--- src/rtl/time_pulse_generator.sv ---
// time_pulse_generator
//   Upstream timing stage for the service gates. Divides SIM_CLK into PHASES
//   phases per time pulse and twelve time pulses (T01..T12) per memory cycle,
//   and produces the phase strobes used to build register read/write/clear
//   gates. Supports monitor stop at the MCT boundary and GOJAM restart.
//
//   Optional build macro: TPG_STEP_EN adds the MSTEP single-MCT step input.
//
//   Ports:
//     SIM_CLK  in   system clock, rising edge
//     SIM_RST  in   asynchronous active-low reset
//     EN       in   phase-advance enable (low = hold everything)
//     GOJAM    in   synchronous restart to T01 ph=0, highest priority
//     MSTP     in   monitor stop, sampled at the end of T12
//     MSTEP    in   (TPG_STEP_EN only) asynchronous step request
//     TP_n     out  one-hot active-low time pulses, bit k = T(k+1)_n
//     T10_n    out  copy of TP_n[9]
//     TT_n     out  transfer strobe (ph=0), active low
//     RT_n     out  read strobe (ph=1), active low
//     WT_n     out  write strobe (ph=2), active low
//     CT_n     out  clear strobe (ph=3), active low
//     MCT      out  one-cycle marker of the first cycle of an MCT
//     STOPPED  out  high while halted by MSTP
module time_pulse_generator #(
    parameter int unsigned PHASES = 4,
    parameter int unsigned NTP    = 12
) (
    input  logic        SIM_CLK,
    input  logic        SIM_RST,
    input  logic        EN,
    input  logic        GOJAM,
    input  logic        MSTP,
`ifdef TPG_STEP_EN
    input  logic        MSTEP,
`endif
    output logic [11:0] TP_n,
    output logic        T10_n,
    output logic        TT_n,
    output logic        RT_n,
    output logic        WT_n,
    output logic        CT_n,
    output logic        MCT,
    output logic        STOPPED
);

    generate
        if (NTP != 12) begin : g_bad_ntp
            $error("time_pulse_generator: NTP must be 12");
        end
        if (PHASES < 4 || PHASES > 16) begin : g_bad_phases
            $error("time_pulse_generator: PHASES must be in 4..16");
        end
    endgenerate

    localparam int unsigned     PH_W    = $clog2(PHASES);
    localparam logic [PH_W-1:0] PH_LAST = PH_W'(PHASES - 1);

    logic [PH_W-1:0] ph, ph_nxt;
    logic [3:0]      tp, tp_nxt;
    logic            stop, stop_nxt;
    logic            mct_nxt;
    logic            step_go;

`ifdef TPG_STEP_EN
    logic mstep_s1, mstep_s2, mstep_s3;
    logic step_req;
    logic step_edge;

    assign step_edge = mstep_s2 & ~mstep_s3;
    assign step_go   = step_req | step_edge;

    // A step edge seen while stopped is remembered until an enabled cycle
    // can consume it; leaving stop by any route (incl. GOJAM) drops it.
    always_ff @(posedge SIM_CLK or negedge SIM_RST) begin
        if (!SIM_RST) begin
            mstep_s1 <= 1'b0;
            mstep_s2 <= 1'b0;
            mstep_s3 <= 1'b0;
            step_req <= 1'b0;
        end else begin
            mstep_s1 <= MSTEP;
            mstep_s2 <= mstep_s1;
            mstep_s3 <= mstep_s2;
            step_req <= stop & stop_nxt & step_go;
        end
    end
`else
    assign step_go = 1'b0;
`endif

    always_comb begin
        ph_nxt   = ph;
        tp_nxt   = tp;
        stop_nxt = stop;
        mct_nxt  = MCT;
        if (GOJAM) begin
            ph_nxt   = '0;
            tp_nxt   = 4'd1;
            stop_nxt = 1'b0;
            mct_nxt  = 1'b0;
        end else if (EN) begin
            mct_nxt = 1'b0;
            if (stop) begin
                if (!MSTP || step_go) begin
                    stop_nxt = 1'b0;
                    ph_nxt   = '0;
                    tp_nxt   = 4'd1;
                    mct_nxt  = 1'b1;
                end
            end else if (ph != PH_LAST) begin
                ph_nxt = ph + PH_W'(1);
            end else begin
                ph_nxt = '0;
                if (tp == 4'd12) begin
                    // Stop is parked at T01 ph=0 so the exit needs no reload.
                    tp_nxt = 4'd1;
                    if (MSTP) begin
                        stop_nxt = 1'b1;
                    end else begin
                        mct_nxt = 1'b1;
                    end
                end else begin
                    tp_nxt = tp + 4'd1;
                end
            end
        end
    end

    // Outputs are registered decodes of the next state, so every output is
    // a flop and tracks the state it describes in the same cycle.
    always_ff @(posedge SIM_CLK or negedge SIM_RST) begin
        if (!SIM_RST) begin
            ph      <= '0;
            tp      <= 4'd1;
            stop    <= 1'b0;
            TP_n    <= 12'hFFE;
            T10_n   <= 1'b1;
            TT_n    <= 1'b0;
            RT_n    <= 1'b1;
            WT_n    <= 1'b1;
            CT_n    <= 1'b1;
            MCT     <= 1'b0;
            STOPPED <= 1'b0;
        end else begin
            ph      <= ph_nxt;
            tp      <= tp_nxt;
            stop    <= stop_nxt;
            TP_n    <= stop_nxt ? '1 : ~(12'd1 << (tp_nxt - 4'd1));
            T10_n   <= stop_nxt || (tp_nxt != 4'd10);
            TT_n    <= stop_nxt || (ph_nxt != PH_W'(0));
            RT_n    <= stop_nxt || (ph_nxt != PH_W'(1));
            WT_n    <= stop_nxt || (ph_nxt != PH_W'(2));
            CT_n    <= stop_nxt || (ph_nxt != PH_W'(3));
            MCT     <= mct_nxt;
            STOPPED <= stop_nxt;
        end
    end

endmodule

--- config.mk ---
export PLATFORM = sky130hd
export DESIGN_NAME = time_pulse_generator
export DESIGN_NICKNAME = d
export VERILOG_FILES = /design/src/rtl/time_pulse_generator.sv
export SDC_FILE = /design/constraint.sdc
export NUM_CORES = 1
export LEC_CHECK = 0
export CORE_UTILIZATION = 50
export CTS_CLUSTER_DIAMETER = 60
export DETAILED_ROUTE_END_ITERATION = 8
export DONT_BUFFER_PORTS = 1
export PLACE_DENSITY = 0.77
export SLEW_MARGIN = 20
export SYNTH_ARGS = -nofsm -noshare
export SYNTH_HDL_FRONTEND = slang
export SYNTH_SLANG_ARGS = --single-unit
--- constraint.sdc ---
create_clock -name SIM_CLK -period 2.65 [get_ports SIM_CLK]
set_input_delay 0.265 -clock SIM_CLK [delete_from_list [all_inputs] [get_ports SIM_CLK]]
set_output_delay 0.265 -clock SIM_CLK [all_outputs]
set_load 0.02 [all_outputs]
* Word level (Yosys, flattened, before mapping)
Cells that the tools add are included.
Word-level totals: word-level logic and storage cells 52, register bits after elaboration 25, bits of input ports 5, output and inout port bits 19
Cells by class: muxes and demuxes 24, shift operators 1, add/subtract/negate cells 3, bitwise gates (word level) 1, reductions and logical operators 7, equality and inequality tests 6
Operators by type and width (count):
- two-way mux 4 bit | 6
- two-way mux 1 bit | 12
- two-way mux 12 bit | 1
- NOT 12 bit | 1
- left shift 1 x 4 -> 12 bit (first input constant) | 1
- two-way mux 2 bit | 5
- != test 2 bit (second input constant) | 3
- logical OR 1 bit | 5
- adder 4 x 1 -> 4 bit (second input constant) | 1
- equality test 4 bit (second input constant) | 1
- != test 4 bit (second input constant) | 1
- nonzero test 2 bit | 2
- subtractor 4 x 1 -> 4 bit (second input constant) | 1
- adder 2 x 1 -> 2 bit (second input constant) | 1
- != test 2 x 1 -> 1 bit (second input constant) | 1

* Depth between registers and ports, before layout
Gate-level depths: netlist (run 1).
depth in word-level cells 10, gate-level depth with buffers 7

* Least setup slack after synthesis (run 1)
No wires, ideal clock.
kind register to register, start point reg tp[0], end point reg TP_n[7], library setup time 0.111 ns, data arrival time 1.661 ns, path slack 0.878 ns, period minus slack after synthesis 1.772 ns, buffers on the path 0, required time 2.539 ns, stages on the path, launching flop included 7, cell sequence dfstp_2 inv_1 ha_1 and2_1 a221o_1 nor3_2 nand4b_1
Between the ends: longest elaborated chain between the ends 10, elaborated cells between the ends (all ways) 17, classes of those cells add/sub (2); eq/ne (1); shift (1); mux (12); bitwise (1)
RTL lines:
- start: declaration | RTL line 59 | logic [3:0] tp, tp_nxt;
- start signal: assignment | RTL line 146 | tp <= tp_nxt;
- adder 4 x 1 -> 4 bit or equality test 4 bit (tied branches) | RTL line 123, 114
- two-way mux 4 bit | RTL line 114 | if (tp == 4'd12) begin
- two-way mux 4 bit | RTL line 110 | end else if (ph != PH_LAST) begin
- two-way mux 4 bit | RTL line 103 | if (stop) begin
- two-way mux 4 bit | RTL line 101 | end else if (EN) begin
- two-way mux 4 bit | RTL line 96 | if (GOJAM) begin
- subtractor 4 x 1 -> 4 bit | RTL line 148 | TP_n <= stop_nxt ? '1 : ~(12'd1 << (tp_nxt - 4'd1));
- left shift 1 x 4 -> 12 bit | RTL line 148
- NOT 12 bit | RTL line 148
- two-way mux 12 bit * | RTL line 148
- end signal: assignment | RTL line 148
- end: declaration | RTL line 36 | output logic [11:0] TP_n,
Every way passes the cells marked *; elsewhere a longest branch is shown, timed or not. A chain may end at the register's enable or synchronous reset.

* Worst setup path in the final report (run 1)
start point reg stop, end point reg TP_n[11]
Between the ends: longest elaborated chain between the ends 7, elaborated cells between the ends (all ways) 10, classes of those cells add/sub (1); shift (1); mux (7); bitwise (1)
RTL lines:
- start: declaration | RTL line 60 | logic stop, stop_nxt;
- start signal: assignment | RTL line 147 | stop <= stop_nxt;
- two-way mux 4 bit | RTL line 103
- two-way mux 4 bit | RTL line 101
- two-way mux 4 bit | RTL line 96
- subtractor 4 x 1 -> 4 bit | RTL line 148
- left shift 1 x 4 -> 12 bit | RTL line 148
- NOT 12 bit | RTL line 148
- two-way mux 12 bit * | RTL line 148
Marks and branches as above.

==> flow_summary.yaml, run 1 <==
drt:
  routed_wl_mm: 2.18
  drtIter0Drc: 17
  viasPerCell: 6.38
  drc_errors: 0
  vias: 842
  ant_nets: 0
  drt-wirelength-per-cell_um: 16.5
  drt-pass1-iter-count: 4
timing:
  fin_crit_sh: 0.731
  hold_ws_ns: 0.0330
  max_freq_mhz: 516
  fin_crit_ns: 1.94
  slew_violations: 0
  worst_pin_slew_ns: 0.742
  finalSetupViolCount: 0
  setup_ws_ns: 0.712
  fin_tns_setup_ns: 0
  hold_viol: 0
  fin_worst_skew_ns: 0.00445
  rsz0062_at_grt: "no"
  slew_headroom: 0.498
worst_setup_path:
  cpMaxStageDelayCell: "dfrtp_1"
  cpLargestDelayFamily: "simple AND/OR/NAND/NOR gates"
  arrival_ns: 2.16
  crit_start: "stop$_DFF_PN0_"
  worstPathRequired_ns: 2.87
  cp_num_buf_inv: 0
  r2r-start: "stop$_DFF_PN0_"
  crit_path_cell_trace: "nor2b_1 -> nand4b_1 -> a211oi_2 -> nand3_1"
  crit_type: "reg2reg"
  crit_fanout: 14
  crit_path_start_kind: "flop"
  slowest_delay_ns: 0.61
  endpoint_kind: "flop"
finish:
  regMostFlops: "TP_n"
  final_layout_size_suffix_gt1_frac: 0.288
  num_antenna_cells: 0
  layout.nets: 113
  largest_register_ffs: 12
  syn2layout_area_growth_pct: 6.89
  top_regs: "TP_n (12), tp (4), ph (2)"
clocking:
  clock_latency_ns: 0.32
  cts.clk_slew.worst_paths_ns: 0.13
  htreeDepth: 1
  cts_sinks: 25
  cts_buffer_depth: 2
  root_buffer: "clkbuf_4"
  cts-resized-gates: 0
  cts_made_buffers: 3
  cts_tree: "done"
synthesis:
  synth_mux_area_frac: 0
  yosysMostFrequentCell: "dfstp_2"
  synth_compound_area_frac: 0.166
  yosysWarnings: 0
  synth_top_flop_cell: "dfstp_2"
  synthAdderAreaFrac: 0.0318
  synth_seq_area_share: 0.547
  synthesis.nets: 108
  synth_async_sr_flop_share: 1.00
  syn_inst: 100
  synth-xor-area-share: 0
  synth_top_area_frac: 0.356
  synth_area_leaders: "dfstp_2 (36%), dfrtp_1 (19%), nand3_1 (4.2%), ha_1 (3.2%), a221oi_2 (2.5%)"
  synth_area_um2: 1180
  synth_top_area_cell: "dfstp_2"
  synth.distinct_cells: 38
  synth_edf_count: 0
  synth-seq-cells: 25
  synthSimpleGateAreaFrac: 0.230
  ys_top_cells_by_count: "dfstp_2 (16), nand3_1 (10), dfrtp_1 (9)"
  synth.avg_cell_area_um2: 11.8
  synth_top_family_by_area: "simple AND/OR/NAND/NOR gates"
global_routing:
  track_usage: 0.206
  overflow: 0
  antenna_found_initial: 0
  grt_max_degree: 26
  grt_pass1_vias: 803
  grt_pass1_wl_mm: 3.81
floorplanning:
  die_h_um: 50.6
  die_w_um: 50.6
  coreArea_um2: 2210
  dieArea_um2: 2560
  start_util: 0.534
  rows: 17
  io_pins: 24
worst_hold_path:
  min_from: "GOJAM"
  hold_class: "in2reg"
pwr:
  power_frac_comb: 0.073
  power.leakage_nw: 0.485
  switching_power_uw: 150
  ir_drop_mv: 0.365
  power_frac_clock: 0.273
  p_seq_frac: 0.654
  p_int_uw: 470
  power.density_nw_per_um2: 491
  p_sw_frac: 0.242
status:
  status: "complete, no violations"
placed_design:
  port_buffers: 0
  gp_congestion: 0.860
  pre_cts_slack_ns: 0.727
  place_hpwl_mm: 1.55
flow_run:
  max_cap_viol_count: 0
## routing by layer
layer  vias up  share of wire  global-route usage
li1        387              -                   -
met1       413           0.45               0.269
met2        36           0.47               0.307
met3         6          0.055              0.0727
met4         0          0.019              0.0926
met5         -              0                   0
## cell type report
| cell class | count | area [um2] |
|---|---|---|
| Tap cell | 28 | 35.0 |
| Multi-Input combinational cell | 68 | 505 |
| Fill cell | 182 | 950 |
| Timing Repair Buffer | 4 | 35.0 |
| Inverter | 3 | 11.3 |
| Clock buffer | 3 | 22.5 |
| Sequential cell | 25 | 646 |
| Clock inverter | 1 | 7.51 |
## worst paths after layout
check / endpoint / cells past startpoint / slack [ns]
max: TP_n[11]$_DFF_PN1_ / 4 / 0.71
min: tp[1]$_DFF_PN0_ / 1 / 0.03
max reg2reg: TP_n[11]$_DFF_PN1_ / 4 / 0.71
min reg2reg: RT_n$_DFF_PN1_ / 2 / 0.62
max in group asynchronous: CT_n$_DFF_PN1_ / 2 / 1.85
min in group asynchronous: tp[1]$_DFF_PN0_ / 2 / 0.43
## stage by stage
stage | std cells | utilization | total power [mW] | instance area, um2
CTS | 130 | 0.564 | 0.628 | 1250
finish | 132 | 0.571 | 0.620 | 1260
detailed placement | 124 | 0.541 | 0.445 | 1200
global route | 132 | 0.571 | 0.657 | 1260
global placement | 124 | 0.541 | 0.445 | 1200
floorplan | 100 | - | 0.442 | 1180
## power groups by stage
stage          Clock (mW)  Combinational (mW)  Sequential (mW)
6_report            0.169              0.0452            0.406
5_1_grt             0.198              0.0510            0.407
4_1_cts             0.178              0.0439            0.406
3_5_place_dp            0              0.0338            0.412
3_3_place_gp            0              0.0328            0.412
2_1_floorplan           0              0.0314            0.411
## cell families after synthesis
| logic type | count (synthesis) |
|---|---|
| compound gates | 22 |
| fa+ha+maj | 3 |
| buf+inv | 7 |
| flops | 25 |
| simple gates | 43 |
## repair_timing
item / 4_1_cts / 5_1_grt
setup buffers: 0 / 0
endpoints found under the setup margin: 0 / 0
hold buffers: 2 / 2
hold endpoints to repair: 28 / 10
## worst reg2reg max path, cell delays in order (launching register included)
cell,delay [ns]
dfrtp_1,0.61
nor2b_1,0.51
nand4b_1,0.28
a211oi_2,0.34
nand3_1,0.11
## layout by cell type, fill, tap and decap left out, drive strengths merged
cell type / instances
dfstp: 16
or3: 1
dlygate4sd3: 3
a21oi: 4
a221o: 1
nand4b: 3
dfrtp: 9
a31o: 2
nand2: 5
nand3b: 3
inv: 3
nand3: 10
a211oi: 1
a221oi: 2
buf: 1
nor3: 1
a22oi: 3
a21o: 1
clkinvlp: 1
o311ai: 2
nand2b: 1
nor4b: 1
nor2: 6
ha: 3
o211ai: 1
a21bo: 1
nor2b: 3
clkbuf: 3
and4: 1
o311a: 3
nand4bb: 1
nand4: 3
and2: 1
nor3b: 1
o21ai: 1
or2b: 1
nor4: 1
Power figures use the tool's default switching activity.
==> run 2: changes to the inputs <==
clock period = 1.95 ns   (was 2.65 ns; I/O delays follow)
==> flow_summary.yaml, run 2 (synthesis gave the netlist of run 1 again) <==
drt:
  viasPerCell: 6.30
  drt-pass1-iter-count: 4
  routed_wl_mm: 2.36
  drc_errors: 0
  drt-wirelength-per-cell_um: 17.3
  ant_nets: 0
  drtIter0Drc: 16
  vias: 857
clocking:
  cts_sinks: 25
  cts_tree: "done"
  clock_latency_ns: 0.31
  root_buffer: "clkbuf_4"
  htreeDepth: 1
  cts.clk_slew.worst_paths_ns: 0.14
  cts_made_buffers: 3
  cts_buffer_depth: 2
timing:
  slew_headroom: 0.622
  fin_crit_ns: 1.86
  max_freq_mhz: 537
  fin_tns_setup_ns: 0
  finalSetupViolCount: 0
  hold_viol: 0
  fin_worst_skew_ns: 0.00729
  hold_ws_ns: 0.0365
  fin_crit_sh: 0.956
  slew_violations: 0
  worst_pin_slew_ns: 0.566
  setup_ws_ns: 0.0862
finish:
  layout.nets: 117
  regMostFlops: "TP_n"
  final_cell_area_um2: 1320
  fillers: 184
  largest_register_ffs: 12
  regArea_um2: 646
  final_common_cell: "dfstp_2"
  most-common-layout-cells: "dfstp_2 (16), nand3_1 (10), dfrtp_1 (9)"
  syn2layout_area_growth_pct: 12.0
  top_regs: "TP_n (12), tp (4), ph (2)"
  final_layout_size_suffix_gt1_frac: 0.361
  multiInputGateArea_um2: 536
  num_antenna_cells: 0
worst_setup_path:
  worst_r2r_path_depth: 5
  crit_path_start_kind: "flop"
  r2r_setup_slack_ns: 0.09
  arrival_ns: 2.09
  endpoint_kind: "flop"
  crit_fanout: 9
  crit_type: "reg2reg"
  worstPathRequired_ns: 2.18
global_routing:
  grt_pass1_wl_mm: 3.86
  grt_max_degree: 26
  antenna_found_initial: 0
  overflow: 0
  grt_pass1_vias: 839
  track_usage: 0.202
flow_run:
  max_cap_viol_count: 0
floorplanning:
  io_pins: 24
  rows: 17
  dieArea_um2: 2560
  coreArea_um2: 2210
  die_h_um: 50.6
  start_util: 0.534
  die_w_um: 50.6
status:
  status: "complete, no violations"
pwr:
  ir_drop_mv: 0.523
  power.density_nw_per_um2: 639
  power.leakage_nw: 0.508
placed_design:
  post_dp_cell_area_um2: 1220
  port_buffers: 0
  gp_congestion: 0.792
  place_hpwl_mm: 1.56
  pre_cts_slack_ns: 0.0505
worst_hold_path:
  hold_class: "in2reg"
  holdPathStages: 2
-- run 2: cell types whose count changed in the layout (fill, tap and decap cells not counted), sizes merged --
cell / change
buf: +4
-- run 2: path summary, 6_finish.rpt --
path	startpoint	to
worst max register to register	ph[0]$_DFF_PN0_	TP_n[6]$_DFF_PN1_
worst max-delay path	ph[0]$_DFF_PN0_	TP_n[6]$_DFF_PN1_
min in group asynchronous	SIM_RST	tp[1]$_DFF_PN0_
max in group asynchronous	SIM_RST	TP_n[11]$_DFF_PN1_
worst min register to register	ph[1]$_DFF_PN0_	RT_n$_DFF_PN1_
worst min-delay path	EN	MCT$_DFFE_PN0P_
-- run 2: routing by layer --
layer	GRT usage	part of all wire	routed length, um	vias to the layer above
met5	0	0	0	-
met4	0.0324	0	0	0
met3	0.0636	0.045	105	0
met2	0.331	0.50	1170	24
met1	0.264	0.46	1090	434
li1	-	-	-	399
-- run 2: timing repair --
| item | CTS | global route |
|---|---|---|
| resized for setup | 0 | 5 |
| hold buffers | 2 | 2 |
| endpoints found under the hold margin | 34 | 12 |
| endpoints found under the setup margin | 0 | 11 |
| setup buffers | 0 | 1 |
-- run 2: cell type report --
type | instances | share of cell area
flip-flops and latches | 25 | 0.488
repair buffers | 8 | 0.0492
inverters | 3 | 0.00851
well taps | 28 | 0.0265
multi-input cells | 68 | 0.405
clock inverters | 1 | 0.00568
clock buffers | 3 | 0.0170
-- run 2: per-stage QoR --
stage               total power [mW]  utilization  std cells
detailed placement             0.605        0.551        127
floorplan                      0.601            -        100
global placement               0.604        0.551        127
global route                   0.892        0.598        136
CTS                            0.852        0.574        133
finish                         0.845        0.598        136
-- run 2: critical path, stage by stage (launching register included) --
cell and delay [ns]:
dfrtp_1 0.40, ha_1 0.33, and4_1 0.32, nand4bb_1 0.21, o311a_1 0.37, nand4_1 0.17
-- run 2: power by group --
group / leakage (nW) / switching [mW] / internal [mW]
clock: 0.0139 / 0.149 / 0.0781
combinational: 0.203 / 0.0405 / 0.0263
sequential: 0.291 / 0.0161 / 0.535
total: 0.508 / 0.205 / 0.640
==> run 3: changes to the inputs <==
ABC_AREA = 1   (was unset)
SETUP_SLACK_MARGIN = 0.05   (was unset)
==> flow_summary.yaml, run 3 <==
synthesis:
  synth_compound_area_frac: 0.0672
  synth_area_um2: 1230
  synth_top_area_cell: "dfstp_2"
  synth_top_area_frac: 0.342
  synth_top_family_by_area: "simple AND/OR/NAND/NOR gates"
  synth.avg_cell_area_um2: 9.45
  yosysMostFrequentCell: "nand2_1"
  synth_area_leaders: "dfstp_2 (34%), dfrtp_1 (18%), nand2_1 (7.0%), nand3_1 (5.3%), inv_1 (4.3%)"
  synth_edf_count: 0
  synth.distinct_cells: 24
  synth-xor-area-share: 0
  synthSimpleGateAreaFrac: 0.297
  ys_top_cells_by_count: "nand2_1 (23), dfstp_2 (16), inv_1 (14)"
  synth_async_sr_flop_share: 1.00
  yosysWarnings: 0
  synth_top_flop_cell: "dfstp_2"
  synth-seq-cells: 25
  synth_mux_area_frac: 0
  syn_inst: 130
  synth_seq_area_share: 0.525
  synthAdderAreaFrac: 0.0305
  synthesis.nets: 138
worst_setup_path:
  r2r_end: "TP_n[9]$_DFF_PN1_"
  arrival_ns: 2.08
  slowest_delay_ns: 0.58
  crit_path_cell_trace: "inv_1 -> ha_1 -> nand2_1 -> nor2_2 -> nor2_2 -> nand3_1 -> nand2_2 -> nand2_4 -> inv_4 -> nand2_1 -> nand2_1 -> nand3_2"
  critPathMostFrequentCell: "nand2_1"
  cpLargestDelayFamily: "simple AND/OR/NAND/NOR gates"
  r2r_setup_slack_ns: 0.14
  r2r-start: "tp[0]$_DFF_PN1_"
  endpoint_kind: "flop"
  worst_r2r_path_depth: 12
  crit_fanout: 8
  worstPathRequired_ns: 2.21
  crit_path_start_kind: "flop"
  crit_type: "reg2reg"
  cp_num_buf_inv: 2
  cpMaxStageDelayCell: "dfstp_2"
finish:
  num_antenna_cells: 0
  utilization: 0.603
  layout.nets: 149
  final_common_cell: "nand2_1"
  largest_register_ffs: 12
  syn2layout_area_growth_pct: 10.6
  most-common-layout-cells: "nand2_1 (22), dfstp_2 (16), inv_1 (14)"
  top_regs: "TP_n (12), tp (4), ph (2)"
  regMostFlops: "TP_n"
  final_layout_size_suffix_gt1_frac: 0.371
timing:
  worst_pin_slew_ns: 0.524
  max_freq_mhz: 551
  slew_violations: 0
  fin_crit_sh: 0.930
  finalSetupViolCount: 0
  rsz0062_at_grt: "no"
  fin_worst_skew_ns: 0.00762
  hold_ws_ns: 0.0357
  fin_tns_setup_ns: 0
  slew_headroom: 0.651
  fin_crit_ns: 1.81
  hold_viol: 0
clocking:
  htreeDepth: 1
  cts_tree: "done"
  root_buffer: "clkbuf_4"
  cts_buffer_depth: 2
  clock_latency_ns: 0.32
  cts_made_buffers: 3
  cts.clk_slew.worst_paths_ns: 0.14
  cts_sinks: 25
global_routing:
  grt_pass1_wl_mm: 4.06
  grt_pass1_vias: 884
  grt_max_degree: 26
  overflow: 0
  track_usage: 0.209
  antenna_found_initial: 0
floorplanning:
  dieArea_um2: 2660
  coreArea_um2: 2250
  start_util: 0.545
  die_w_um: 51.6
  die_h_um: 51.6
  rows: 17
  io_pins: 24
pwr:
  power.leakage_nw: 0.650
  ir_drop_mv: 0.356
  power.density_nw_per_um2: 647
drt:
  vias: 968
  viasPerCell: 5.76
  ant_nets: 0
  routed_wl_mm: 2.56
  drt-wirelength-per-cell_um: 15.3
  drtIter0Drc: 54
  drt-pass1-iter-count: 4
  drc_errors: 0
worst_hold_path:
  min_from: "GOJAM"
  holdPathStages: 2
  hold_class: "in2reg"
  min_to: "tp[0]$_DFF_PN1_"
placed_design:
  place_hpwl_mm: 1.72
  gp_congestion: 0.850
  port_buffers: 0
flow_run:
  max_cap_viol_count: 0
status:
  status: "complete, no violations"
-- run 3: cell families after synthesis --
group | count (synthesis)
adder cells (fa/ha/maj) | 3
flip-flops | 25
buffers and inverters | 23
AND/OR/NAND/NOR | 70
AO/OA/AOI/OAI | 9
-- run 3: final cells by class --
type	count	area, um2
clock buffer	3	22.5
clock inverter	1	6.26
fill	207	896
inverter	21	81.3
multi-input combinational	82	493
sequential	25	646
tap	28	35.0
timing repair buffer	8	75.1
-- run 3: repair_timing --
item,in CTS,in global routing
hold buffers,2,1
gates resized for setup,0,3
buffers inserted,0,5
setup endpoints to repair,0,4
hold endpoints to repair,29,9
-- run 3: power by group --
part | internal [mW] | switching [mW]
sequential | 0.539 | 0.0213
combinational | 0.0251 | 0.0541
clock | 0.0799 | 0.159
total | 0.644 | 0.235
-- run 3: layer usage --
| layer | routed length [um] | global-route usage |
|---|---|---|
| met5 | 0 | 0 |
| met4 | 79 | 0.122 |
| met3 | 167 | 0.0439 |
| met2 | 1250 | 0.329 |
| met1 | 1070 | 0.265 |
-- run 3: through the flow --
stage	setup WS (ns)	power, mW	cells	area (um2)
floorplan	0.337	0.615	130	1230
global route	0.0250	0.915	168	1360
CTS	0.105	0.880	162	1290
global placement	0.200	0.624	156	1240
finish	0.136	0.879	168	1360
detailed placement	0.135	0.629	156	1240
-- run 3: worst max-delay path by stage --
stage                        end  depth (start not counted)             from
3_3_place_gp   TP_n[9]$_DFF_PN1_                         12  tp[0]$_DFF_PN1_
6_report       TP_n[9]$_DFF_PN1_                         12  tp[0]$_DFF_PN1_
4_1_cts        TP_n[9]$_DFF_PN1_                         12  tp[0]$_DFF_PN1_
3_5_place_dp   TP_n[9]$_DFF_PN1_                         12  tp[0]$_DFF_PN1_
5_1_grt        TP_n[9]$_DFF_PN1_                         12  tp[0]$_DFF_PN1_
2_1_floorplan  TP_n[9]$_DFF_PN1_                         11  tp[0]$_DFF_PN1_
-- run 3: worst register-to-register path: stages (launching register included) --
cell and delay [ns]:
dfstp_2 0.58, inv_1 0.06, ha_1 0.21, nand2_1 0.08
nor2_2 0.05, nor2_2 0.13, nand3_1 0.12, nand2_2 0.10
nand2_4 0.09, inv_4 0.11, nand2_1 0.08, nand2_1 0.09
nand3_2 0.06
